File: config.mk
export PLATFORM = sky130hd
export DESIGN_NAME = usb_rx_decode
export DESIGN_NICKNAME = d
export VERILOG_FILES = /design/src/rtl/usb_rx_decode.sv
export SDC_FILE = /design/constraint.sdc
export NUM_CORES = 1
export LEC_CHECK = 0
export CAP_MARGIN = 30
export CORE_UTILIZATION = 34
export DETAILED_ROUTE_END_ITERATION = 10
export PLACE_DENSITY = 0.58
export SETUP_SLACK_MARGIN = 0.5
export SYNTH_ARGS = -nofsm -noshare
export SYNTH_HDL_FRONTEND = slang
export SYNTH_SLANG_ARGS = --single-unit
File: constraint.sdc
create_clock -name clk -period 1.66 [get_ports clk]
set_clock_uncertainty 0.2 [all_clocks]
set_input_delay 0.415 -clock clk [delete_from_list [all_inputs] [get_ports clk]]
set_output_delay 0.415 -clock clk [all_outputs]
set_load 0.005 [all_outputs]
File: src/rtl/usb_rx_decode.sv
// USB receive front end: NRZI decode, SYNC search, bit-unstuffing and EOP detection.
// Optional build macro USB_RX_STUFF_ERR_EN enables the stuff_err pulse.
module usb_rx_decode (
    input  logic clk,
    input  logic rst_L,
    input  logic dp,
    input  logic dm,
    input  logic en_sync_L,
    output logic rx_bit,
    output logic bit_valid,
    output logic pause,
    output logic valid_sync,
    output logic eop,
    output logic stuff_err
);

    typedef enum logic {IDLE, RX} state_t;

    state_t     state_q, state_d;
    logic       prev_q, prev_d;        // 1 = last J/K line state was J
    logic [7:0] hist_q, hist_d;
    logic [2:0] ones_q, ones_d;
    logic [1:0] se0_q, se0_d;
    logic       rx_bit_d, bit_valid_d, pause_d, valid_sync_d, eop_d, stuff_hit_d;
    logic       is_jk, is_se0, line_j, dec;
    logic [7:0] hist_sh;

    assign is_jk   = dp ^ dm;
    assign is_se0  = ~dp & ~dm;
    assign line_j  = dp;
    assign dec     = (line_j == prev_q);
    assign hist_sh = {hist_q[6:0], dec};

    always_comb begin
        state_d      = state_q;
        prev_d       = prev_q;
        hist_d       = hist_q;
        ones_d       = ones_q;
        se0_d        = is_se0 ? ((se0_q == 2'd3) ? 2'd3 : se0_q + 2'd1) : 2'd0;
        rx_bit_d     = 1'b0;
        bit_valid_d  = 1'b0;
        pause_d      = 1'b0;
        valid_sync_d = 1'b0;
        eop_d        = 1'b0;
        stuff_hit_d  = 1'b0;

        if (!is_jk) begin
            hist_d = 8'hFF;
        end else if (state_q == RX && line_j && se0_q >= 2'd2) begin
            // J closing an EOP is not a data bit; line returns to idle J
            eop_d   = 1'b1;
            prev_d  = 1'b1;
            ones_d  = 3'd0;
            state_d = IDLE;
        end else begin
            prev_d = line_j;
            hist_d = hist_sh;
            if (state_q == IDLE) begin
                if (!en_sync_L && hist_sh == 8'b0000_0001) begin
                    valid_sync_d = 1'b1;
                    ones_d       = 3'd1;
                    state_d      = RX;
                end
            end else begin
                bit_valid_d = 1'b1;
                rx_bit_d    = dec;
                if (ones_q == 3'd6) begin
                    pause_d     = 1'b1;
                    stuff_hit_d = dec;
                    ones_d      = 3'd0;
                end else begin
                    ones_d = dec ? ones_q + 3'd1 : 3'd0;
                end
            end
        end
    end

    always_ff @(posedge clk or negedge rst_L) begin
        if (!rst_L) begin
            state_q    <= IDLE;
            prev_q     <= 1'b1;
            hist_q     <= 8'hFF;
            ones_q     <= 3'd0;
            se0_q      <= 2'd0;
            rx_bit     <= 1'b0;
            bit_valid  <= 1'b0;
            pause      <= 1'b0;
            valid_sync <= 1'b0;
            eop        <= 1'b0;
        end else begin
            state_q    <= state_d;
            prev_q     <= prev_d;
            hist_q     <= hist_d;
            ones_q     <= ones_d;
            se0_q      <= se0_d;
            rx_bit     <= rx_bit_d;
            bit_valid  <= bit_valid_d;
            pause      <= pause_d;
            valid_sync <= valid_sync_d;
            eop        <= eop_d;
        end
    end

`ifdef USB_RX_STUFF_ERR_EN
    always_ff @(posedge clk or negedge rst_L) begin
        if (!rst_L) stuff_err <= 1'b0;
        else        stuff_err <= stuff_hit_d;
    end
`else
    logic unused_stuff;
    assign unused_stuff = stuff_hit_d;
    assign stuff_err    = 1'b0;
`endif

endmodule

==> run metrics <==
Final Hold Viols 0; Worst setup EP type register; via count a little under 700; Crit Path Class register to register; Synth area leaders dfrtp_1 32%, dfstp_2 24%, nand2_1 6.5%, ha_1 4.3%, nand3_1 4.0%; crit path max fanout 4; final period utilization 97.4%; fillers 221; Worst-path clk slew approximately 0.11 ns; Synth top area share a little under a third; Clock Tree Root clkbuf_4; n_diodes 0; Syn Inst Count between 80 and 90; IO Count 11; initial antenna violation count 0; Final Critical Period approximately 1.6 ns; Worst setup SP type register; H-tree Lvls 1; DR DRC count 0; clock sinks 19; ys async rst share 100%; post-synthesis register bit count 19; Max IR drop VDD 0.567 mV; Tot GR Track Use 16.4%; status finished clean; Syn. warnings 0; site row count 17; biggest area consumer among synthesized cells dfrtp_1; HPWL after DPL between 1000 and 1500 µm; DP Worst Slack -0.692 ns; 1st-iter DRT viols 5; core region area 2320 µm²; total leakage power around 0.57 nW; average routed wire per standard cell 13.3 µm; synth-to-layout area growth 37.0%; final net count roughly 120; post-route setup slack about 0.044 ns; Slew Viols, Final 0; Clock Tree Buf Depth 2; Synth Area per Inst around 10 µm²; Critical path origin prev_q; post-layout util 51.4%; Area after DPL around 1100 µm²; Starting Density a little under two fifths; Die X 52.6 µm; Setup Viol. Count Final 0; Cell Pwr Density around 930 nW/µm²; Post-Route WL 1830 µm; setup TNS 0 ns; syn nets 92; Max Cap Viol 0; top_reg_cell synth dfrtp_1; layout cells sized above 1 46.8%; CTS tree done; f_max about 620 MHz; Clock Latency Late Sink 0.29 ns; critical path required time about 1.7 ns; total CTS buffers 3; CTS Hold Bufs 0; global-route wire length before repair between 3000 and 4000 µm; commonest cells in the synthesized netlist 15 x nand2_1, 11 x dfrtp_1, 8 x dfstp_2, 8 x inv_1, 7 x nand3_1; RSZ-0062 raised after global routing true; post-synthesis cell type count 32; count leader, synth nand2_1; mapped cell area 870 µm²; GP Congestion approximately 0.77; Hold WC Path Type input pin to async pin; worst r2r src prev_q; R2R Setup Slk around 0.044 ns; GRT overflow 0; Arrival @ worst endpoint 1.61 ns; DRT Pass-1 Iters 3; Die H 52.6 µm; largest net degree at the start of global routing 20; antenna-violating nets left 0; post-route cell area approximately 1200 µm²; sequential fraction of the synthesis area about 56%; EDFF count, synth 0; vias in the first global route slightly above 700; die area about 2800 µm²; IO Port Bufs 9; Vias/cell roughly 5.0
==> routing by layer <==
layer  wire length [µm]  vias to the layer above  GRT usage (%)
met2                918                       11           27.4
met3                 53                        5           2.61
met1                812                      330           19.1
met4                 42                        0           11.0
li1                   -                      336              -
met5                  0                        -              0
==> metrics by stage <==
step                power [mW]  hold slack [ns]  instances
CTS                       1.10            0.244        137
global placement         0.835            0.243        130
floorplan                0.737          -0.0806         84
detailed placement       0.843            0.262        130
global route              1.17            0.280        137
finish                    1.10            0.233        137
==> worst paths after layout <==
check,endpoint,depth (start not counted)
worst max-delay path,ones_q[2],4
worst min register to register,se0_q[0],1
worst min-delay path,se0_q[0],2
worst max register to register,ones_q[2],4
min in group clk,se0_q[0],1
max in group asynchronous,hist_q[2],2
==> worst max-delay path, stage by stage, from the launching register on <==
cell and delay [ns]:
dfstp_2 0.59, xnor2_2 0.14, and4_1 0.27, o32ai_2 0.08
a22o_1 0.23
==> sequential cells by signal, summed over array words and instances (netlist names) <==
name	flops
hist_q	7
state_q	1
bit_valid	1
prev_q	1
valid_sync	1
se0_q	2
rx_bit	1
pause	1
eop	1
ones_q	3
==> power breakdown <==
part / leakage, nW / internal, mW / switching (mW)
Sequential: 0.229 / 0.533 / 0.0596
Clock: 0.0150 / 0.0935 / 0.140
Combinational: 0.325 / 0.147 / 0.130
==> final cells by class <==
cell class              instances  area, µm²  share of cell area (%)
multi-input cells              55        408                    34.2
well taps                      28       35.0                    2.94
flip-flops and latches         19        485                    40.8
inverters                       8       45.0                    3.78
repair buffers                 23        191                    16.1
clock buffers                   4       26.3                    2.21
==> timing repair <==
item	CTS	global route
hold endpoints to repair	0	0
endpoints found under the setup margin	24	21
buffers inserted	3	0
resized for setup	46	2
pin swaps	5	0
==> layout by cell type (no fill, tap or decap), types with 2 or more instances in the layout <==
cell,synthesis,final
nand2_1,15,14
dfrtp_1,11,11
buf_4,1,11
dfstp_2,8,8
nand3_1,7,7
buf_2,1,5
inv_1,8,4
buf_6,0,4
nor2_1,4,3
clkbuf_4,0,3
nor3_2,1,2
nand4_1,2,2
nand2_2,1,2
inv_2,0,2
nor3b_1,2,2
ha_1,3,2
==> kinds of logic after synthesis <==
| group | Yosys count | synth area share, % |
|---|---|---|
| AO/OA/AOI/OAI | 9 | 7.05 |
| other | 1 | 0.431 |
| adder cells (fa/ha/maj) | 3 | 4.32 |
| XOR/XNOR | 1 | 1.01 |
| AND/OR/NAND/NOR | 39 | 23.5 |
| flip-flops | 19 | 55.8 |
| multiplexers | 2 | 3.02 |
| buffers and inverters | 10 | 4.89 |
No activity file was read; power rests on OpenSTA's default activity.
